### src/rtl/register_file_pkg.sv
// register_file_pkg
// Shared types and default sizing for the general-purpose register file.
//   rf_state_t   : sequencer state (clear sweep / ready)
//   DEF_*        : default parameter values used by register_file and rf_read_port
//   rf_depth()   : number of registers for a given address width
package register_file_pkg;

    typedef enum logic {
        ST_CLEAR = 1'b0,
        ST_READY = 1'b1
    } rf_state_t;

    localparam int DEF_DATA_W = 64;
    localparam int DEF_ADDR_W = 5;
    localparam int DEF_NUM_RD = 2;

    function automatic int rf_depth(input int addr_w);
        return 1 << addr_w;
    endfunction

    localparam int DEF_DEPTH = rf_depth(DEF_ADDR_W);

endpackage

### src/rtl/register_file_read_port.sv
// rf_read_port
// One registered read port of the register file: zero-register / bypass /
// array select followed by the RDATA/RVALID output flops.
//   CLK, RST   : clock, asynchronous active-high reset
//   ready_st   : sequencer is in ST_READY (reads are served)
//   re, raddr  : read enable and address for this port
//   we_ok      : a write is being accepted on this edge
//   waddr      : write address  (for bypass match)
//   wdata      : write data     (bypass source)
//   mem_data   : array[raddr] before this edge
//   rdata      : registered read data
//   rvalid     : registered read-data valid
module rf_read_port
    import register_file_pkg::*;
#(
    parameter int DATA_W   = DEF_DATA_W,
    parameter int ADDR_W   = DEF_ADDR_W,
    parameter int ZERO_REG = 1,
    parameter int BYPASS   = 1
) (
    input  logic              CLK,
    input  logic              RST,
    input  logic              ready_st,
    input  logic              re,
    input  logic [ADDR_W-1:0] raddr,
    input  logic              we_ok,
    input  logic [ADDR_W-1:0] waddr,
    input  logic [DATA_W-1:0] wdata,
    input  logic [DATA_W-1:0] mem_data,
    output logic [DATA_W-1:0] rdata,
    output logic              rvalid
);

    // Highest register index is all ones in the address field.
    localparam logic [ADDR_W-1:0] ZERO_ADDR = '1;

    logic [DATA_W-1:0] sel_data;

    // Zero register takes priority over bypass, bypass over the array.
    always_comb begin
        sel_data = mem_data;
        if ((ZERO_REG != 0) && (raddr == ZERO_ADDR)) begin
            sel_data = '0;
        end else if ((BYPASS != 0) && we_ok && (waddr == raddr)) begin
            sel_data = wdata;
        end
    end

    always_ff @(posedge CLK or posedge RST) begin
        if (RST) begin
            rdata  <= '0;
            rvalid <= 1'b0;
        end else if (!ready_st) begin
            // Reads during the clear sweep return an invalid zero.
            rvalid <= 1'b0;
            if (re) begin
                rdata <= '0;
            end
        end else begin
            rvalid <= re;
            if (re) begin
                rdata <= sel_data;
            end
        end
    end

endmodule

### src/rtl/register_file.sv
// register_file
// Multi-port register file with registered reads, write-to-read bypass,
// hard-wired zero register and a hardware clear sequencer.
//   CLK    : clock, rising edge
//   RST    : asynchronous active-high reset
//   RE     : per-port read enable            [NUM_RD]
//   RADDR  : read addresses, port p at [p*ADDR_W +: ADDR_W]
//   RDATA  : registered read data, port p at [p*DATA_W +: DATA_W]
//   RVALID : per-port read-data valid        [NUM_RD]
//   WE, WADDR, WDATA : write port
//   CLR    : request a full clear sweep
//   READY  : array initialised and accepting writes
//
// state    | meaning
// ---------+-------------------------------------------------------------
// ST_CLEAR | sweeping zeros through the array, one register per cycle
// ST_READY | normal operation: writes accepted, reads served
module register_file
    import register_file_pkg::*;
#(
    parameter int DATA_W   = DEF_DATA_W,
    parameter int ADDR_W   = DEF_ADDR_W,
    parameter int NUM_RD   = DEF_NUM_RD,
    parameter int ZERO_REG = 1,
    parameter int BYPASS   = 1
) (
    input  logic                     CLK,
    input  logic                     RST,
    input  logic [NUM_RD-1:0]        RE,
    input  logic [NUM_RD*ADDR_W-1:0] RADDR,
    output logic [NUM_RD*DATA_W-1:0] RDATA,
    output logic [NUM_RD-1:0]        RVALID,
    input  logic                     WE,
    input  logic [ADDR_W-1:0]        WADDR,
    input  logic [DATA_W-1:0]        WDATA,
    input  logic                     CLR,
    output logic                     READY
);

    localparam int DEPTH = rf_depth(ADDR_W);
    localparam logic [ADDR_W-1:0] LAST_IDX = '1;

    logic [DATA_W-1:0] mem [DEPTH];
    rf_state_t         state;
    logic [ADDR_W-1:0] idx;
    logic              ready_st;
    logic              we_ok;

    assign ready_st = (state == ST_READY);

    // CLR wins over a same-edge write; the zero register never stores.
    assign we_ok = ready_st && WE && !CLR &&
                   !((ZERO_REG != 0) && (WADDR == LAST_IDX));

    always_ff @(posedge CLK or posedge RST) begin
        if (RST) begin
            state <= ST_CLEAR;
            idx   <= '0;
            READY <= 1'b0;
        end else begin
            case (state)
                ST_CLEAR: begin
                    if (CLR) begin
                        idx <= '0;
                    end else if (idx == LAST_IDX) begin
                        state <= ST_READY;
                        READY <= 1'b1;
                        idx   <= '0;
                    end else begin
                        idx <= idx + ADDR_W'(1);
                    end
                end
                ST_READY: begin
                    if (CLR) begin
                        state <= ST_CLEAR;
                        READY <= 1'b0;
                        idx   <= '0;
                    end
                end
                default: begin
                    state <= ST_CLEAR;
                    READY <= 1'b0;
                    idx   <= '0;
                end
            endcase
        end
    end

    // Array has no reset; the sweep is what initialises it.
    always_ff @(posedge CLK) begin
        if (!ready_st) begin
            mem[idx] <= '0;
        end else if (we_ok) begin
            mem[WADDR] <= WDATA;
        end
    end

    for (genvar p = 0; p < NUM_RD; p++) begin : g_rd
        logic [DATA_W-1:0] mem_q;
        assign mem_q = mem[RADDR[p*ADDR_W +: ADDR_W]];

        rf_read_port #(
            .DATA_W   (DATA_W),
            .ADDR_W   (ADDR_W),
            .ZERO_REG (ZERO_REG),
            .BYPASS   (BYPASS)
        ) u_rd (
            .CLK      (CLK),
            .RST      (RST),
            .ready_st (ready_st),
            .re       (RE[p]),
            .raddr    (RADDR[p*ADDR_W +: ADDR_W]),
            .we_ok    (we_ok),
            .waddr    (WADDR),
            .wdata    (WDATA),
            .mem_data (mem_q),
            .rdata    (RDATA[p*DATA_W +: DATA_W]),
            .rvalid   (RVALID[p])
        );
    end

endmodule

### config.mk
export PLATFORM = sky130hd
export DESIGN_NAME = register_file
export DESIGN_NICKNAME = d
export VERILOG_FILES = /design/src/rtl/register_file_pkg.sv /design/src/rtl/register_file_read_port.sv /design/src/rtl/register_file.sv
export SDC_FILE = /design/constraint.sdc
export NUM_CORES = 2
export LEC_CHECK = 0
export BUFFER_PORTS_ARGS = -buffer_cell sky130_fd_sc_hd__buf_2
export CAP_MARGIN = 25
export CORE_MARGIN = 2
export CORE_UTILIZATION = 45
export DETAILED_ROUTE_END_ITERATION = 7
export GPL_TIMING_DRIVEN = 0
export PLACE_DENSITY = 0.66
export SETUP_SLACK_MARGIN = 0.02
export SYNTH_ARGS = -nofsm -noshare
export SYNTH_HDL_FRONTEND = slang
export SYNTH_SLANG_ARGS = --single-unit
### constraint.sdc
create_clock -name CLK -period 11.8 [get_ports CLK]
set_clock_uncertainty 0.05 [all_clocks]
set_input_delay 2.36 -clock CLK [delete_from_list [all_inputs] [get_ports CLK]]
set_output_delay 2.36 -clock CLK [all_outputs]
set_load 0.03 [all_outputs]
==> out/metrics.json <==
{
  "pin_count_of_the_biggest_net_entering_global_routing": {"value": 72},
  "global_route_wire_length_before_repair": {"value": 457400, "unit": "um"},
  "design.core.area": {"value": 219100, "unit": "sq um"},
  "area_growth_syn_to_layout": {"value": 16.10, "unit": "%"},
  "chipHeight": {"value": 472.7, "unit": "um"},
  "finalNetCount": {"value": 5491},
  "timing.max_cap.violations": {"value": 0},
  "slew_violations": {"value": 0},
  "grt_usage": {"value": 29.42, "unit": "%"},
  "yosysWarningCount": {"value": 0},
  "syn_inst": {"value": 4797},
  "fillerInstances": {"value": 16955},
  "antenna_violations_before_repair": {"value": 37},
  "cts_resized": {"value": 0},
  "slew_headroom": {"value": 20.46, "unit": "%"},
  "die-width": {"value": 472.7, "unit": "um"},
  "clkSlewWorstSetupHoldPaths": {"value": 0.06, "unit": "ns"},
  "worst-endpoint-arrival": {"value": 6.18, "unit": "ns"},
  "place.port_buffers": {"value": 205},
  "tritoncts.num_buffers": {"value": 220},
  "wirelength": {"value": 330300, "unit": "um"},
  "layout-drive-gt1-share": {"value": 37.72, "unit": "%"},
  "vdd.ir_drop.worst": {"value": 0.1476, "unit": "mV"},
  "ys_seq_area_share": {"value": 65.69, "unit": "%"},
  "fin_util": {"value": 52.38, "unit": "%"},
  "viasPerCell": {"value": 6.945},
  "pwr_density_cell": {"value": 144.7, "unit": "nW/um^2"},
  "min_period_over_period": {"value": 46.03, "unit": "%"},
  "clock_latency": {"value": 0.89, "unit": "ns"},
  "tmin_final": {"value": 5.431, "unit": "ns"},
  "drc_errors": {"value": 0},
  "rows": {"value": 172},
  "clock_path_buffers": {"value": 3},
  "hold_viol_final": {"value": 0},
  "start_util": {"value": 45.12, "unit": "%"},
  "setup.worst_path.end_class": {"value": "flip-flop"},
  "async_flop_share": {"value": 6.270, "unit": "%"},
  "clock.fmax": {"value": 184.1, "unit": "MHz"},
  "ys_types": {"value": 54},
  "crit_chain": {"value": "buf_2 > buf_4 > or3_1 > clkbuf_1 > buf_2 > buf_1 > o22ai_1 > or4_1 > o21ai_0"},
  "via_count_of_the_first_global_routing_pass": {"value": 58697},
  "dr_total_vias": {"value": 58941},
  "critical_path.n_buffers_inverters": {"value": 5},
  "routedWlPerCell": {"value": 38.92, "unit": "um"},
  "postCtsSetupRepairBufs": {"value": 0},
  "postSynthNetCount": {"value": 4884},
  "cp_most_frequent_cell": {"value": "sky130_fd_sc_hd__buf_2"},
  "preCtsSetupSlack": {"value": 5.675, "unit": "ns"},
  "cpLargestDelayFamily": {"value": "buffers and inverters"},
  "status": {"value": "complete, no violations"},
  "critPathKind": {"value": "input pin to flip-flop"},
  "max_slew.worst_pin.slew": {"value": 1.193, "unit": "ns"},
  "path_max_fanout": {"value": 10},
  "hp-class": {"value": "flip-flop to flip-flop"},
  "postSynthRegisterBits": {"value": 2185},
  "synth_area_per_cell": {"value": 20.60, "unit": "sq um"},
  "r2r_slack": {"value": 7.94, "unit": "ns"},
  "dr.pass1.iters": {"value": 6},
  "cts_htree_levels": {"value": 4},
  "grt_setup_unrepaired": {"value": "no"},
  "setup_violating_endpoint_count_in_the_final_report": {"value": 0},
  "critPathMaxStageDelay": {"value": 0.85, "unit": "ns"},
  "number_of_primary_i_o_pins": {"value": 216},
  "cts.root.buffer_cell": {"value": "sky130_fd_sc_hd__clkbuf_16"},
  "power_leakage": {"value": 41.14, "unit": "nW"},
  "timing.critical_path.required": {"value": 12.55, "unit": "ns"},
  "critical_path.slowest_cell": {"value": "sky130_fd_sc_hd__clkbuf_1"},
  "drtAntennaViolNets": {"value": 0},
  "dpl.hpwl": {"value": 231900, "unit": "um"},
  "cts_tree": {"value": "done"},
  "post_synth_design_cell_area": {"value": 98840, "unit": "sq um"},
  "post_synth_edffs": {"value": 2048},
  "fin_tns_setup": {"value": 0, "unit": "ns"},
  "worstSetupStartpointType": {"value": "input pin"},
  "numClockSinks": {"value": 2185},
  "synth_ff_type": {"value": "sky130_fd_sc_hd__edfxtp_1"},
  "ctsHoldBuffers": {"value": 0},
  "globalRouteOverflowTotal": {"value": 0},
  "final.setup.worst_slack": {"value": 6.369, "unit": "ns"},
  "die_area": {"value": 223400, "unit": "sq um"},
  "gp_routability_congestion": {"value": 0.8755},
  "detailedRoute.firstIterationViolations": {"value": 8900}
}
-- worst register-to-register path: stages, from the launching register on --
cell	delay (ns)
sky130_fd_sc_hd__dfrtp_1	0.44
sky130_fd_sc_hd__nand3b_4	0.17
sky130_fd_sc_hd__o21ba_2	0.28
sky130_fd_sc_hd__buf_2	0.28
sky130_fd_sc_hd__mux2i_1	0.45
sky130_fd_sc_hd__nand3_1	0.44
sky130_fd_sc_hd__nor2_4	0.86
sky130_fd_sc_hd__buf_12	0.30
sky130_fd_sc_hd__buf_12	0.23
-- cells by family after synthesis --
kind of cell,after synthesis,share of synthesized area (%)
AOI/OAI and AO/OA,534,3.667
xor gates and xnor gates,10,0.08861
and+or+nand+nor,433,2.293
adders and majority gates,2,0.02531
muxes,1230,26.26
buffers and inverters,403,1.980
DFF,2185,65.69
-- synth_stat cells (4+ instances only) --
master / n / area, sq um
sky130_fd_sc_hd__o22ai_1: 244 / 1526
sky130_fd_sc_hd__nand2_1: 136 / 510.5
sky130_fd_sc_hd__nand2b_1: 9 / 56.30
sky130_fd_sc_hd__buf_1: 31 / 116.4
sky130_fd_sc_hd__nor4_1: 4 / 25.02
sky130_fd_sc_hd__a22oi_1: 67 / 503.0
sky130_fd_sc_hd__clkbuf_1: 162 / 608.1
sky130_fd_sc_hd__buf_4: 58 / 435.4
sky130_fd_sc_hd__edfxtp_1: 2048 / 61500
sky130_fd_sc_hd__nor2b_1: 7 / 43.79
sky130_fd_sc_hd__mux2_2: 71 / 799.5
sky130_fd_sc_hd__and2_1: 65 / 406.6
sky130_fd_sc_hd__nor2_1: 48 / 180.2
sky130_fd_sc_hd__xnor2_1: 6 / 52.55
sky130_fd_sc_hd__o211ai_1: 66 / 495.5
sky130_fd_sc_hd__inv_1: 5 / 18.77
sky130_fd_sc_hd__a211oi_1: 5 / 37.54
sky130_fd_sc_hd__o2bb2ai_1: 6 / 52.55
sky130_fd_sc_hd__nor3_1: 6 / 30.03
sky130_fd_sc_hd__mux2i_1: 76 / 760.7
sky130_fd_sc_hd__a21oi_1: 7 / 35.03
sky130_fd_sc_hd__xor2_1: 4 / 35.03
sky130_fd_sc_hd__or4_1: 58 / 435.4
sky130_fd_sc_hd__nand3b_1: 5 / 37.54
sky130_fd_sc_hd__dfrtp_1: 137 / 3428
sky130_fd_sc_hd__buf_2: 132 / 660.6
sky130_fd_sc_hd__nand4_1: 5 / 31.28
sky130_fd_sc_hd__clkbuf_2: 7 / 35.03
sky130_fd_sc_hd__o21ai_0: 66 / 330.3
sky130_fd_sc_hd__buf_6: 7 / 78.83
sky130_fd_sc_hd__nand3_1: 77 / 385.4
sky130_fd_sc_hd__mux4_2: 1083 / 24390
sky130_fd_sc_hd__a32oi_1: 59 / 516.8
-- cell usage in the layout, fill, tap and decap left out, types with 65 or more instances in the layout --
cell type and n:
sky130_fd_sc_hd__clkbuf_16 240, sky130_fd_sc_hd__mux2_2 71, sky130_fd_sc_hd__nand3_1 77, sky130_fd_sc_hd__clkbuf_1 208
sky130_fd_sc_hd__o211ai_1 66, sky130_fd_sc_hd__buf_12 81, sky130_fd_sc_hd__mux2i_1 76, sky130_fd_sc_hd__nand2_1 136
sky130_fd_sc_hd__mux4_2 1083, sky130_fd_sc_hd__dfrtp_1 137, sky130_fd_sc_hd__a22oi_1 67, sky130_fd_sc_hd__edfxtp_1 2048
sky130_fd_sc_hd__and2_1 65, sky130_fd_sc_hd__buf_2 338, sky130_fd_sc_hd__o22ai_1 244, sky130_fd_sc_hd__o21ai_0 66
-- cell type report --
cell class                      instances  area (sq um)  area share, %
Clock buffer                          288          5988          5.218
Antenna cell                           25         62.56        0.05452
Inverter                                6         30.03        0.02617
Buffer                                397          1943          1.693
Tap cell                             2871          3592          3.130
Sequential cell                      2185         64930          56.58
Multi-Input combinational cell       2209         32240          28.10
Timing Repair Buffer                  385          4832          4.211
Clock inverter                        121          1136         0.9900
-- metal layers --
layer | routed length [um] | track usage (%) | vias to the layer above
met2 | 152800 | 44.88 | 4173
met5 | 83 | 0 | -
met3 | 40070 | 7.744 | 721
li1 | - | - | 22358
met4 | 17560 | 13.94 | 12
met1 | 119800 | 39.71 | 31677
-- where the power goes --
group	total (mW)	internal, mW	switching (mW)
clock network	6.99	3.89	3.10
logic	1.15	0.456	0.696
registers	8.47	8.44	0.0315
-- metrics by stage --
step	hold WS, ns	std cells	power (mW)	cell area [sq um]
after floorplan	0.4922	4797	9.292	98840
after global placement	0.4213	7873	9.716	103500
after detailed placement	0.4261	8012	9.767	106600
after CTS	0.4394	8421	16.61	113700
after global routing	0.4658	8474	16.95	114700
final	0.4360	8487	16.61	114800
-- flip-flops by register name (all words and copies together), names as in the netlist --
name              flops
g_rd.u_rd.rdata     128
ready_st              1
g_rd.u_rd.rvalid      2
mem                2048
READY                 1
idx                   5
-- worst paths after layout --
path / to / depth (start not counted) / from
worst max-delay path: g_rd[1].u_rd.rdata[6]$_DFFE_PP0P_ / 9 / RADDR[8]
worst min-delay path: g_rd[1].u_rd.rdata[15]$_DFFE_PP0P_ / 2 / g_rd[1].u_rd.rdata[15]$_DFFE_PP0P_
worst max register to register: mem[2][58]$_DFFE_PP_ / 8 / ready_st$_DFF_PP0_
worst min register to register: g_rd[1].u_rd.rdata[15]$_DFFE_PP0P_ / 2 / g_rd[1].u_rd.rdata[15]$_DFFE_PP0P_
max in group asynchronous: g_rd[0].u_rd.rdata[46]$_DFFE_PP0P_ / 3 / RST
min in group asynchronous: g_rd[1].u_rd.rdata[22]$_DFFE_PP0P_ / 2 / RST
Power figures use the tool's default switching activity.
